## src/rtl/sched_pkg.sv

```systemverilog
// Shared state encoding, default sizing and width helper
// for the SDRAM access scheduler.
package sched_pkg;

  typedef enum logic [1:0] {
    S_IDLE     = 2'd0,
    S_WR_BURST = 2'd1,
    S_RD_REQ   = 2'd2,
    S_RD_BURST = 2'd3
  } state_t;

  localparam int unsigned BURST_LEN    = 8;
  localparam int unsigned PIX_W        = 16;
  localparam int unsigned FIFO_DEPTH   = 16;
  localparam int unsigned LEVEL_W      = 10;
  localparam int unsigned RD_LOW_WATER = 32;
  localparam int unsigned STARVE_LIMIT = 4;

  function automatic int unsigned cnt_w(input int unsigned depth);
    return $clog2(depth) + 1;
  endfunction

endpackage

```

## src/rtl/sdram_access_scheduler_if.sv

```systemverilog
// Writer, reader and facade signals of the scheduler.
// slave = scheduler side, master = environment side.
interface sdram_access_scheduler_if
  import sched_pkg::*;
#(
  parameter int PW = PIX_W,
  parameter int LW = LEVEL_W,
  parameter int CW = cnt_w(FIFO_DEPTH)
) ();

  logic          i_wr_valid;
  logic [PW-1:0] i_wr_pixel;
  logic          o_wr_ready;
  logic          i_rd_enable;
  logic [LW-1:0] i_rd_level;
  logic [PW-1:0] o_rd_pixel;
  logic          o_rd_valid;
  logic          o_fac_write_req;
  logic [PW-1:0] o_fac_pixel;
  logic          o_fac_read_req;
  logic          i_fac_busy_wr;
  logic          i_fac_busy_rd;
  logic          i_fac_ready;
  logic [PW-1:0] i_fac_pixel;
  logic [1:0]    o_state;
  logic [CW-1:0] o_wr_count;

  modport slave (
    input  i_wr_valid, i_wr_pixel,
    input  i_rd_enable, i_rd_level,
    input  i_fac_busy_wr, i_fac_busy_rd,
    input  i_fac_ready, i_fac_pixel,
    output o_wr_ready, o_rd_pixel, o_rd_valid,
    output o_fac_write_req, o_fac_pixel,
    output o_fac_read_req, o_state, o_wr_count
  );

  modport master (
    output i_wr_valid, i_wr_pixel,
    output i_rd_enable, i_rd_level,
    output i_fac_busy_wr, i_fac_busy_rd,
    output i_fac_ready, i_fac_pixel,
    input  o_wr_ready, o_rd_pixel, o_rd_valid,
    input  o_fac_write_req, o_fac_pixel,
    input  o_fac_read_req, o_state, o_wr_count
  );

endinterface

```

## src/rtl/sched_fifo.sv

```systemverilog
// Synchronous FIFO with occupancy count; push is refused
// when full even if a pop happens in the same cycle.
module sched_fifo #(
  parameter int Width      = 16,
  parameter int Depth      = 16,
  parameter int CountWidth = $clog2(Depth) + 1
) (
  input  logic                  CLK,
  input  logic                  RST,
  input  logic                  i_push,
  input  logic [Width-1:0]      i_data,
  input  logic                  i_pop,
  output logic [Width-1:0]      o_data,
  output logic [CountWidth-1:0] o_count,
  output logic                  o_full
);

  localparam int AW = $clog2(Depth);

  logic [Width-1:0]      r_mem [Depth];
  logic [AW-1:0]         r_wr_ptr;
  logic [AW-1:0]         r_rd_ptr;
  logic [CountWidth-1:0] r_count;
  logic                  w_push;
  logic                  w_pop;

  assign o_full  = (r_count == CountWidth'(Depth));
  assign w_push  = i_push && !o_full;
  assign w_pop   = i_pop && (r_count != '0);
  assign o_data  = r_mem[r_rd_ptr];
  assign o_count = r_count;

  always_ff @(posedge CLK) begin
    if (w_push) r_mem[r_wr_ptr] <= i_data;
  end

  // Pointers are AW bits wide, so they wrap modulo Depth.
  always_ff @(posedge CLK) begin
    if (!RST) begin
      r_wr_ptr <= '0;
      r_rd_ptr <= '0;
      r_count  <= '0;
    end else begin
      if (w_push) r_wr_ptr <= r_wr_ptr + 1'b1;
      if (w_pop)  r_rd_ptr <= r_rd_ptr + 1'b1;
      if (w_push && !w_pop)
        r_count <= r_count + 1'b1;
      else if (!w_push && w_pop)
        r_count <= r_count - 1'b1;
    end
  end

endmodule

```

## src/rtl/sdram_access_scheduler.sv

```systemverilog
// Arbitrates the SDRAM facade between pixel ingest (writes)
// and VGA line-buffer refill (reads) with writer anti-starvation.
module sdram_access_scheduler
  import sched_pkg::*;
#(
  parameter int BurstLength     = BURST_LEN,
  parameter int PixelBitWidth   = PIX_W,
  parameter int FifoDepth       = FIFO_DEPTH,
  parameter int LevelWidth      = LEVEL_W,
  parameter int ReadLowWater    = RD_LOW_WATER,
  parameter int StarvationLimit = STARVE_LIMIT
) (
  input  logic                      CLK,
  input  logic                      RST,
  sdram_access_scheduler_if.slave   bus
);

  localparam int CW = cnt_w(FifoDepth);
  localparam int BW = $clog2(BurstLength);
  localparam int SW = $clog2(StarvationLimit + 1);

  localparam logic [BW-1:0]         LAST_BEAT  = BW'(BurstLength - 1);
  localparam logic [SW-1:0]         STARVE_MAX = SW'(StarvationLimit);
  localparam logic [LevelWidth-1:0] LOW_WATER  = LevelWidth'(ReadLowWater);

  state_t                   r_state;
  logic [BW-1:0]            r_beat;
  logic [SW-1:0]            r_starve;
  logic                     r_rd_valid;
  logic [PixelBitWidth-1:0] r_rd_pixel;

  logic [CW-1:0]            w_count;
  logic                     w_full;
  logic [PixelBitWidth-1:0] w_head;
  logic                     w_push;
  logic                     w_wr_req;
  logic                     w_rd_req;
  logic                     w_rd_urgent;
  logic                     w_wr_elig;
  logic                     w_starved;

  assign w_push      = bus.i_wr_valid && !w_full;
  assign w_wr_req    = (r_state == S_WR_BURST) && !bus.i_fac_busy_wr;
  assign w_rd_req    = (r_state == S_RD_REQ) && !bus.i_fac_busy_rd;
  assign w_rd_urgent = bus.i_rd_enable && (bus.i_rd_level < LOW_WATER);
  assign w_wr_elig   = (w_count >= CW'(BurstLength));
  assign w_starved   = (r_starve == STARVE_MAX);

  sched_fifo #(
    .Width      (PixelBitWidth),
    .Depth      (FifoDepth),
    .CountWidth (CW)
  ) u_fifo (
    .CLK     (CLK),
    .RST     (RST),
    .i_push  (w_push),
    .i_data  (bus.i_wr_pixel),
    .i_pop   (w_wr_req),
    .o_data  (w_head),
    .o_count (w_count),
    .o_full  (w_full)
  );

  always_ff @(posedge CLK) begin
    if (!RST) begin
      r_state    <= S_IDLE;
      r_beat     <= '0;
      r_starve   <= '0;
      r_rd_valid <= 1'b0;
      r_rd_pixel <= '0;
    end else begin
      r_rd_valid <= 1'b0;
      unique case (r_state)
        S_IDLE: begin
          r_beat <= '0;
          if (w_wr_elig && w_starved) begin
            r_state  <= S_WR_BURST;
            r_starve <= '0;
          end else if (w_rd_urgent) begin
            r_state <= S_RD_REQ;
            // Only reads that bypass a full writer count as starvation.
            if (w_full && !w_starved)
              r_starve <= r_starve + 1'b1;
          end else if (w_wr_elig) begin
            r_state  <= S_WR_BURST;
            r_starve <= '0;
          end
        end
        S_WR_BURST: begin
          if (w_wr_req) begin
            r_beat <= r_beat + 1'b1;
            if (r_beat == LAST_BEAT) r_state <= S_IDLE;
          end
        end
        S_RD_REQ: begin
          if (!bus.i_fac_busy_rd) r_state <= S_RD_BURST;
        end
        S_RD_BURST: begin
          if (bus.i_fac_ready) begin
            r_rd_pixel <= bus.i_fac_pixel;
            r_rd_valid <= 1'b1;
            r_beat     <= r_beat + 1'b1;
            if (r_beat == LAST_BEAT) r_state <= S_IDLE;
          end
        end
      endcase
    end
  end

  assign bus.o_wr_ready      = !w_full;
  assign bus.o_wr_count      = w_count;
  assign bus.o_fac_write_req = w_wr_req;
  assign bus.o_fac_pixel     = w_wr_req ? w_head : '0;
  assign bus.o_fac_read_req  = w_rd_req;
  assign bus.o_rd_pixel      = r_rd_pixel;
  assign bus.o_rd_valid      = r_rd_valid;
  assign bus.o_state         = r_state;

endmodule

```

## src/flat_wrapper.sv

```systemverilog
// flat-port wrapper written by rule: the top's interface ports become plain ports
module sdram_access_scheduler_flat import sched_pkg::*;
#(
  parameter int BurstLength     = BURST_LEN,
  parameter int PixelBitWidth   = PIX_W,
  parameter int FifoDepth       = FIFO_DEPTH,
  parameter int LevelWidth      = LEVEL_W,
  parameter int ReadLowWater    = RD_LOW_WATER,
  parameter int StarvationLimit = STARVE_LIMIT
)
  (CLK, RST, bus_i_wr_valid, bus_i_wr_pixel, bus_i_rd_enable, bus_i_rd_level, bus_i_fac_busy_wr, bus_i_fac_busy_rd, bus_i_fac_ready, bus_i_fac_pixel, bus_o_wr_ready, bus_o_rd_pixel, bus_o_rd_valid, bus_o_fac_write_req, bus_o_fac_pixel, bus_o_fac_read_req, bus_o_state, bus_o_wr_count);
  sdram_access_scheduler_if bus_i ();
  input  logic CLK;
  input  logic RST;
  input wire logic [$bits(bus_i.i_wr_valid)-1:0] bus_i_wr_valid;
  input wire logic [$bits(bus_i.i_wr_pixel)-1:0] bus_i_wr_pixel;
  input wire logic [$bits(bus_i.i_rd_enable)-1:0] bus_i_rd_enable;
  input wire logic [$bits(bus_i.i_rd_level)-1:0] bus_i_rd_level;
  input wire logic [$bits(bus_i.i_fac_busy_wr)-1:0] bus_i_fac_busy_wr;
  input wire logic [$bits(bus_i.i_fac_busy_rd)-1:0] bus_i_fac_busy_rd;
  input wire logic [$bits(bus_i.i_fac_ready)-1:0] bus_i_fac_ready;
  input wire logic [$bits(bus_i.i_fac_pixel)-1:0] bus_i_fac_pixel;
  output wire logic [$bits(bus_i.o_wr_ready)-1:0] bus_o_wr_ready;
  output wire logic [$bits(bus_i.o_rd_pixel)-1:0] bus_o_rd_pixel;
  output wire logic [$bits(bus_i.o_rd_valid)-1:0] bus_o_rd_valid;
  output wire logic [$bits(bus_i.o_fac_write_req)-1:0] bus_o_fac_write_req;
  output wire logic [$bits(bus_i.o_fac_pixel)-1:0] bus_o_fac_pixel;
  output wire logic [$bits(bus_i.o_fac_read_req)-1:0] bus_o_fac_read_req;
  output wire logic [$bits(bus_i.o_state)-1:0] bus_o_state;
  output wire logic [$bits(bus_i.o_wr_count)-1:0] bus_o_wr_count;
  assign bus_i.i_wr_valid = bus_i_wr_valid;
  assign bus_i.i_wr_pixel = bus_i_wr_pixel;
  assign bus_i.i_rd_enable = bus_i_rd_enable;
  assign bus_i.i_rd_level = bus_i_rd_level;
  assign bus_i.i_fac_busy_wr = bus_i_fac_busy_wr;
  assign bus_i.i_fac_busy_rd = bus_i_fac_busy_rd;
  assign bus_i.i_fac_ready = bus_i_fac_ready;
  assign bus_i.i_fac_pixel = bus_i_fac_pixel;
  assign bus_o_wr_ready = bus_i.o_wr_ready;
  assign bus_o_rd_pixel = bus_i.o_rd_pixel;
  assign bus_o_rd_valid = bus_i.o_rd_valid;
  assign bus_o_fac_write_req = bus_i.o_fac_write_req;
  assign bus_o_fac_pixel = bus_i.o_fac_pixel;
  assign bus_o_fac_read_req = bus_i.o_fac_read_req;
  assign bus_o_state = bus_i.o_state;
  assign bus_o_wr_count = bus_i.o_wr_count;
  sdram_access_scheduler #(.BurstLength(BurstLength), .PixelBitWidth(PixelBitWidth), .FifoDepth(FifoDepth), .LevelWidth(LevelWidth), .ReadLowWater(ReadLowWater), .StarvationLimit(StarvationLimit)) u_core (.CLK(CLK), .RST(RST), .bus(bus_i));
endmodule
```

## config.mk

```make
export PLATFORM = sky130hd
export DESIGN_NAME = sdram_access_scheduler_flat
export DESIGN_NICKNAME = d
export VERILOG_FILES = /design/src/rtl/sched_pkg.sv /design/src/rtl/sdram_access_scheduler_if.sv /design/src/rtl/sched_fifo.sv /design/src/rtl/sdram_access_scheduler.sv /design/src/flat_wrapper.sv
export SDC_FILE = /design/constraint.sdc
export NUM_CORES = 1
export LEC_CHECK = 0
export BUFFER_PORTS_ARGS = -buffer_cell sky130_fd_sc_hd__clkbuf_2
export CELL_PAD_IN_SITES_DETAIL_PLACEMENT = 0
export CELL_PAD_IN_SITES_GLOBAL_PLACEMENT = 2
export CORE_UTILIZATION = 32
export DETAILED_ROUTE_END_ITERATION = 6
export GPL_ROUTABILITY_DRIVEN = 0
export PLACE_DENSITY_LB_ADDON = 0.1
export SLEW_MARGIN = 40
export SYNTH_ARGS = -nofsm -noshare
export SYNTH_HDL_FRONTEND = slang
export SYNTH_SLANG_ARGS = --single-unit
```

## constraint.sdc

```tcl
create_clock -name CLK -period 4 [get_ports CLK]
set_input_delay 0.4 -clock CLK [delete_from_list [all_inputs] [get_ports CLK]]
set_output_delay 0.4 -clock CLK [all_outputs]
set_load 0.01 [all_outputs]
```

==> impl_metrics.env, run 1 <==
export IMPL_grt_pass1_wl_um=40860
export IMPL_met3WireLength_um=1337
export IMPL_reg2reg_from="u_core.u_fifo.o_count[3]"
export IMPL_worst_pin_slew_ps=880.3
export IMPL_cts_made_buffers=35
export IMPL_synth_edf_count=256
export IMPL_hpwl_um=15930
export IMPL_slew_headroom=0.4131
export IMPL_r2r_end="u_core.u_fifo.o_count[3]"
export IMPL_synth_cells=675
export IMPL_htree_levels=2
export IMPL_finalCriticalPeriod_ps=3418
export IMPL_path_clk_slew_ps=60
export IMPL_slew_viol_final=0
export IMPL_grt_start_max_net_pins=43
export IMPL_p_sw_w=0.001841
export IMPL_synth_distinct_cells=53
export IMPL_cts_tree="done"
export IMPL_cts_resized=0
export IMPL_clock_latency_ps=500
export IMPL_arrival_ps=3020
export IMPL_hold_class="primary input to register"
export IMPL_cts_sinks=298
export IMPL_nets=853
export IMPL_crit_type="register to output port"
export IMPL_core_area_mm2=0.03661
export IMPL_drcViolationCount=0
export IMPL_worstPathRequired_ps=3600
export IMPL_total_power_w=0.007532
export IMPL_holdBufCountCts=0
export IMPL_synth_flop_cell="edfxtp_1"
export IMPL_grt_usage=0.1442
export IMPL_finish_utilization=0.3837
export IMPL_fin_skew_ps=19.25
export IMPL_clkPwrFrac=0.387
export IMPL_clk_path_buf_depth=3
export IMPL_min_to="u_core.bus.o_rd_pixel[1]"
export IMPL_drtIter0Drc=355
export IMPL_synthArstFlopShare=0
export IMPL_r2r_slack_ps=1100
export IMPL_via_count=6317
export IMPL_design_area_mm2=0.01405
export IMPL_synth_area_leader_cell="edfxtp_1"
export IMPL_crit_path_end_kind="output port"
export IMPL_setup_viol=0
export IMPL_p_per_area_mw_per_mm2=536.2
export IMPL_portBuffers=86
export IMPL_grt_pass1_vias=6642
export IMPL_first_pass_iters=5
export IMPL_postCtsSetupBuffers=0
export IMPL_detail_route_antenna_nets=0
export IMPL_grt_remaining_overflow=0
export IMPL_vias_per_cell=4.927
export IMPL_avgSynthCellArea_um2=17.62
export IMPL_finalSetupTns_ps=0
export IMPL_die_height_um=194.8
export IMPL_ys_seq_area_frac=0.7172
export IMPL_io_pins=92
export IMPL_combPwrFrac=0.131
export IMPL_cts_root_buffer="clkbuf_16"
export IMPL_diodes=0
export IMPL_antenna_found_initial=1
export IMPL_run_status="completed"
export IMPL_wl_um=26880
export IMPL_place_area_mm2=0.01300
export IMPL_area_growth_pct=18.14
export IMPL_fp_dieW_um=194.8
export IMPL_wl_met1_um=11330
export IMPL_min_from="bus_i_fac_pixel[1]"
export IMPL_synth_common_cells="edfxtp_1 (256), mux4_2 (62), nand2_1 (47)"
export IMPL_synth_top_area_share=0.6465
export IMPL_crit_path_start_kind="register"
export IMPL_netlist_area_mm2=0.01189
export IMPL_die_area_mm2=0.03793
export IMPL_power_frac_seq=0.482
export IMPL_holdWs_ps=126.2
export IMPL_dr_wl_met2_um=13660
export IMPL_floorplan_initialDensity=0.3248
export IMPL_rsz0062_at_grt="no"
export IMPL_detail_route_wl_per_cell_um=20.97
export IMPL_synth_seq_cells=298
export IMPL_r2r_cells=9
export IMPL_hold_viol_final=0
export IMPL_critPathMaxFanout=13
export IMPL_fp_row_count=70
export IMPL_fmax_mhz=292.6
export IMPL_synth_most_common_cell="edfxtp_1"
export IMPL_leakagePower_nw=4.759
export IMPL_cap_violations=0
export IMPL_final_layout_size_suffix_gt1_frac=0.3059
export IMPL_swShare=0.2444
export IMPL_p_int_w=0.005692
export IMPL_top_layer_used="met5"
export IMPL_synth_area_leaders="edfxtp_1 (65%), mux4_2 (12%), dfxtp_1 (7.1%)"
export IMPL_ys_warn_count=0
export IMPL_min_period_over_period=0.8545
export IMPL_peakVddDrop_v=0.0002941
export IMPL_synth_nets=738
export IMPL_holdPathStages=3
## critical path: stages (launching register included)
cell	delay, ps
dfxtp_1	590
nor3b_4	500
and3b_1	810
a22oi_1	330
o221ai_2	130
clkbuf_2	160
## flip-flops by register name, summed over array words and instances (netlist names), named ones only
name / count
u_core.bus.o_rd_pixel: 16
u_core.bus.o_rd_valid: 1
u_core.bus.o_state: 2
u_core.r_beat: 3
u_core.r_starve: 3
u_core.u_fifo.o_count: 5
u_core.u_fifo.r_mem: 256
u_core.u_fifo.r_rd_ptr: 4
u_core.u_fifo.r_wr_ptr: 4
## logic make-up after synthesis
kind of cell / share of synthesized area
and+or+nand+nor: 0.05251
buffers and inverters: 0.02715
AOI/OAI and AO/OA: 0.05577
adders and majority gates: 0.01536
xor gates and xnor gates: 0.004420
muxes: 0.1275
DFF: 0.7172
## cells in the final DEF (no fill, tap or decap), types with 2 or more instances in the layout
cell	netlist	routed
edfxtp_1	256	256
clkbuf_2	0	85
mux4_2	62	62
nand2_1	47	47
inv_1	42	42
dfxtp_1	42	40
clkbuf_16	0	36
buf_4	1	28
nor2_1	20	19
a21boi_0	18	18
ha_1	13	13
mux2i_1	12	12
nand3_1	11	11
a22oi_1	10	10
o221ai_2	10	10
and2_1	10	10
clkinv_2	0	10
o21ai_0	8	8
o22ai_1	6	6
nor2b_1	6	6
clkinv_1	0	6
clkbuf_1	21	6
a221o_1	5	5
xnor2_1	5	5
nor4_1	4	4
nand2b_1	4	4
nor3_2	0	4
nor3_1	8	4
a211o_1	4	4
o211ai_1	3	3
o21a_1	3	3
nand3b_1	2	2
and3_1	2	2
a21oi_1	2	2
nand4_1	2	2
a32oi_1	2	2
## metrics by stage
| step | instances | worst slack [ps] |
|---|---|---|
| 6_report | 1282 | 582.1 |
| 5_1_grt | 1282 | 395.2 |
| 4_1_cts | 1282 | 548.8 |
| 3_5_place_dp | 1221 | 1084 |
| 3_3_place_gp | 1221 | 1151 |
| 2_1_floorplan | 675 | 1291 |
## area by class of cell
type                    instances  area, um2
fillers                      3415      22560
flip-flops and latches        298       8533
multi-input cells             298       3062
clock buffers                  43      937.1
repair buffers                115      660.6
well taps                     468      585.6
inverters                      42      157.7
clock inverters                18      111.4
## routing by layer
metal,global-route usage,vias to the layer above
met5,0,-
met4,0.04287,2
met3,0.02794,39
met2,0.2480,160
met1,0.1841,3240
li1,-,2876
## power by group through the flow
stage / Sequential, W / Clock, W / Combinational, W
CTS: 0.00363 / 0.00300 / 0.00102
global route: 0.00365 / 0.00313 / 0.00110
finish: 0.00363 / 0.00291 / 0.000988
floorplan: 0.00363 / 0 / 0.000743
global placement: 0.00369 / 0 / 0.000996
detailed placement: 0.00370 / 0 / 0.00101
## worst max path at each step
stage,startpoint,depth (start not counted),endpoint
3_5_place_dp,u_core.bus.o_state[0],5,bus_o_fac_pixel[10]
4_1_cts,u_core.bus.o_state[0],5,bus_o_fac_pixel[10]
3_3_place_gp,u_core.bus.o_state[0],5,bus_o_fac_pixel[5]
2_1_floorplan,u_core.u_fifo.o_count[3],4,u_core.u_fifo.r_mem[0][0]
6_report,u_core.bus.o_state[0],5,bus_o_fac_pixel[15]
5_1_grt,u_core.bus.o_state[0],5,bus_o_fac_pixel[10]
(Power assumes the default switching activity.)
==> run 2: changes to the inputs <==
- CORE_ASPECT_RATIO: unset -> 0.5
==> run 2 against run 1 <==
- worst hold slack lost 52 ps
- setup slack gained 310 ps
- sequential power is essentially flat
- critical path depth is the same
- via count shrank 2.8%
- clock power grew 6%
- sequential cell count is the same
- die area grew 0.12%
- final cell count grew 0.62%
- critical endpoint unchanged
- largest cell class unchanged
==> impl_metrics.env, run 2 (synthesis gave the netlist of run 1 again) <==
export IMPL_die_height_um=138.3
export IMPL_drtIter0Drc=405
export IMPL_core_area_mm2=0.03623
export IMPL_min_from="bus_i_fac_pixel[15]"
export IMPL_io_pins=92
export IMPL_p_sw_w=0.001886
export IMPL_min_to="u_core.bus.o_rd_pixel[15]"
export IMPL_holdWs_ps=74.71
export IMPL_cap_violations=0
export IMPL_detail_route_wl_per_cell_um=20.68
export IMPL_cts_sinks=298
export IMPL_register_area_mm2=0.008533
export IMPL_worst_slack_ps=893.6
export IMPL_critPathMaxFanout=24
export IMPL_die_area_mm2=0.03798
export IMPL_holdPathStages=3
export IMPL_grt_pass1_vias=6419
export IMPL_hold_class="primary input to register"
export IMPL_nets=847
export IMPL_final_common_cell="edfxtp_1"
export IMPL_grt_remaining_overflow=0
export IMPL_peakVddDrop_v=0.0002714
export IMPL_arrival_ps=2710
export IMPL_design_area_mm2=0.01416
export IMPL_final_layout_size_suffix_gt1_frac=0.3238
export IMPL_worstPathRequired_ps=3600
export IMPL_multi_input_area_mm2=0.003089
export IMPL_cts_root_buffer="clkbuf_16"
export IMPL_finalCriticalPeriod_ps=3106
export IMPL_vias_per_cell=4.759
export IMPL_htree_levels=1
export IMPL_place_ws_ps=1092
export IMPL_detail_route_antenna_nets=0
export IMPL_slew_headroom=0.4238
export IMPL_via_count=6139
export IMPL_setup_viol=0
export IMPL_fp_row_count=49
export IMPL_r2r_cells=9
export IMPL_clk_path_buf_depth=3
export IMPL_hold_viol_final=0
export IMPL_grt_pass1_wl_um=40810
export IMPL_portBuffers=86
export IMPL_r2r_slack_ps=1130
export IMPL_clock_latency_ps=580
export IMPL_cts_made_buffers=28
export IMPL_crit_path_start_kind="register"
export IMPL_final_cell_mix="edfxtp_1 (256), clkbuf_2 (85), mux4_2 (62)"
export IMPL_largest_register_ffs=256
export IMPL_postCtsSetupBuffers=0
export IMPL_holdBufCountCts=0
export IMPL_leakagePower_nw=4.764
export IMPL_grt_start_max_net_pins=67
export IMPL_path_clk_slew_ps=70
export IMPL_fill_cells=3313
export IMPL_min_period_over_period=0.7766
export IMPL_power_frac_seq=0.466
export IMPL_finalSetupTns_ps=0
export IMPL_r2r_end="u_core.u_fifo.o_count[3]"
export IMPL_fp_dieW_um=274.6
export IMPL_worst_pin_slew_ps=864.4
export IMPL_top_register="u_core.u_fifo.r_mem"
export IMPL_hpwl_um=16630
export IMPL_p_per_area_mw_per_mm2=546.9
export IMPL_drcViolationCount=0
export IMPL_fmax_mhz=321.9
export IMPL_area_growth_pct=19.07
export IMPL_crit_type="register to output port"
export IMPL_clkPwrFrac=0.399
export IMPL_cts_tree="done"
export IMPL_swShare=0.2435
export IMPL_run_status="completed"
export IMPL_rsz0062_at_grt="no"
export IMPL_slew_viol_final=0
export IMPL_reg2reg_from="u_core.u_fifo.o_count[0]"
export IMPL_p_int_w=0.005857
export IMPL_wl_um=26680
export IMPL_fin_skew_ps=30.66
export IMPL_place_area_mm2=0.01308
export IMPL_cts_resized=0
export IMPL_combPwrFrac=0.135
export IMPL_diodes=0
export IMPL_floorplan_initialDensity=0.3282
export IMPL_crit_path_end_kind="output port"
export IMPL_grt_usage=0.1446
export IMPL_first_pass_iters=4
export IMPL_antenna_found_initial=0
[run 2: worst max-delay path by stage]
| stage | start | to | slack (ps) | depth (start not counted) |
|---|---|---|---|---|
| finish | register | bus_o_fac_pixel[15] | 890 | 5 |
| global route | register | bus_o_fac_pixel[15] | 700 | 5 |
| CTS | register | bus_o_fac_pixel[15] | 810 | 5 |
| detailed placement | u_core.u_fifo.o_count[3] | u_core.u_fifo.r_mem[4][12] | 1090 | 5 |
| global placement | u_core.u_fifo.o_count[0] | u_core.u_fifo.o_count[3] | 1120 | 9 |
| floorplan | u_core.u_fifo.o_count[3] | u_core.u_fifo.r_mem[0][0] | 1290 | 4 |
[run 2: layout make-up]
cell class	instances	area share
clock buffers	28	0.04949
clock inverters	24	0.02651
inverters	42	0.01114
multi-input cells	298	0.2182
flip-flops and latches	298	0.6027
well taps	484	0.04278
repair buffers	116	0.04914
[run 2: per-layer routing]
metal	track usage	vias up	part of all wire
met5	0	-	0
met4	0.02865	0	0.018
met3	0.02988	36	0.048
met2	0.2149	127	0.44
met1	0.2182	3116	0.50
li1	-	2860	-
[run 2: worst max-delay path, cell delays in order, from the launching register on]
cell      delay, ps
dfxtp_4         660
buf_12          290
mux4_2          540
a22oi_1         320
o221ai_2        150
clkbuf_2        150
[run 2: per-stage QoR]
step / instances / utilization / total power [W]
after floorplan: 675 / - / 0.004372
after global routing: 1290 / 0.3907 / 0.008087
after detailed placement: 1238 / 0.3610 / 0.004755
final: 1290 / 0.3907 / 0.007743
after CTS: 1290 / 0.3907 / 0.007873
after global placement: 1238 / 0.3610 / 0.004747
[run 2: power groups by stage]
stage / logic (W) / registers [W] / clock network, W
after global placement: 0.00107 / 0.00368 / 0
final: 0.00105 / 0.00361 / 0.00309
after global routing: 0.00116 / 0.00363 / 0.00330
after CTS: 0.00108 / 0.00361 / 0.00318
after detailed placement: 0.00108 / 0.00368 / 0
after floorplan: 0.000743 / 0.00363 / 0
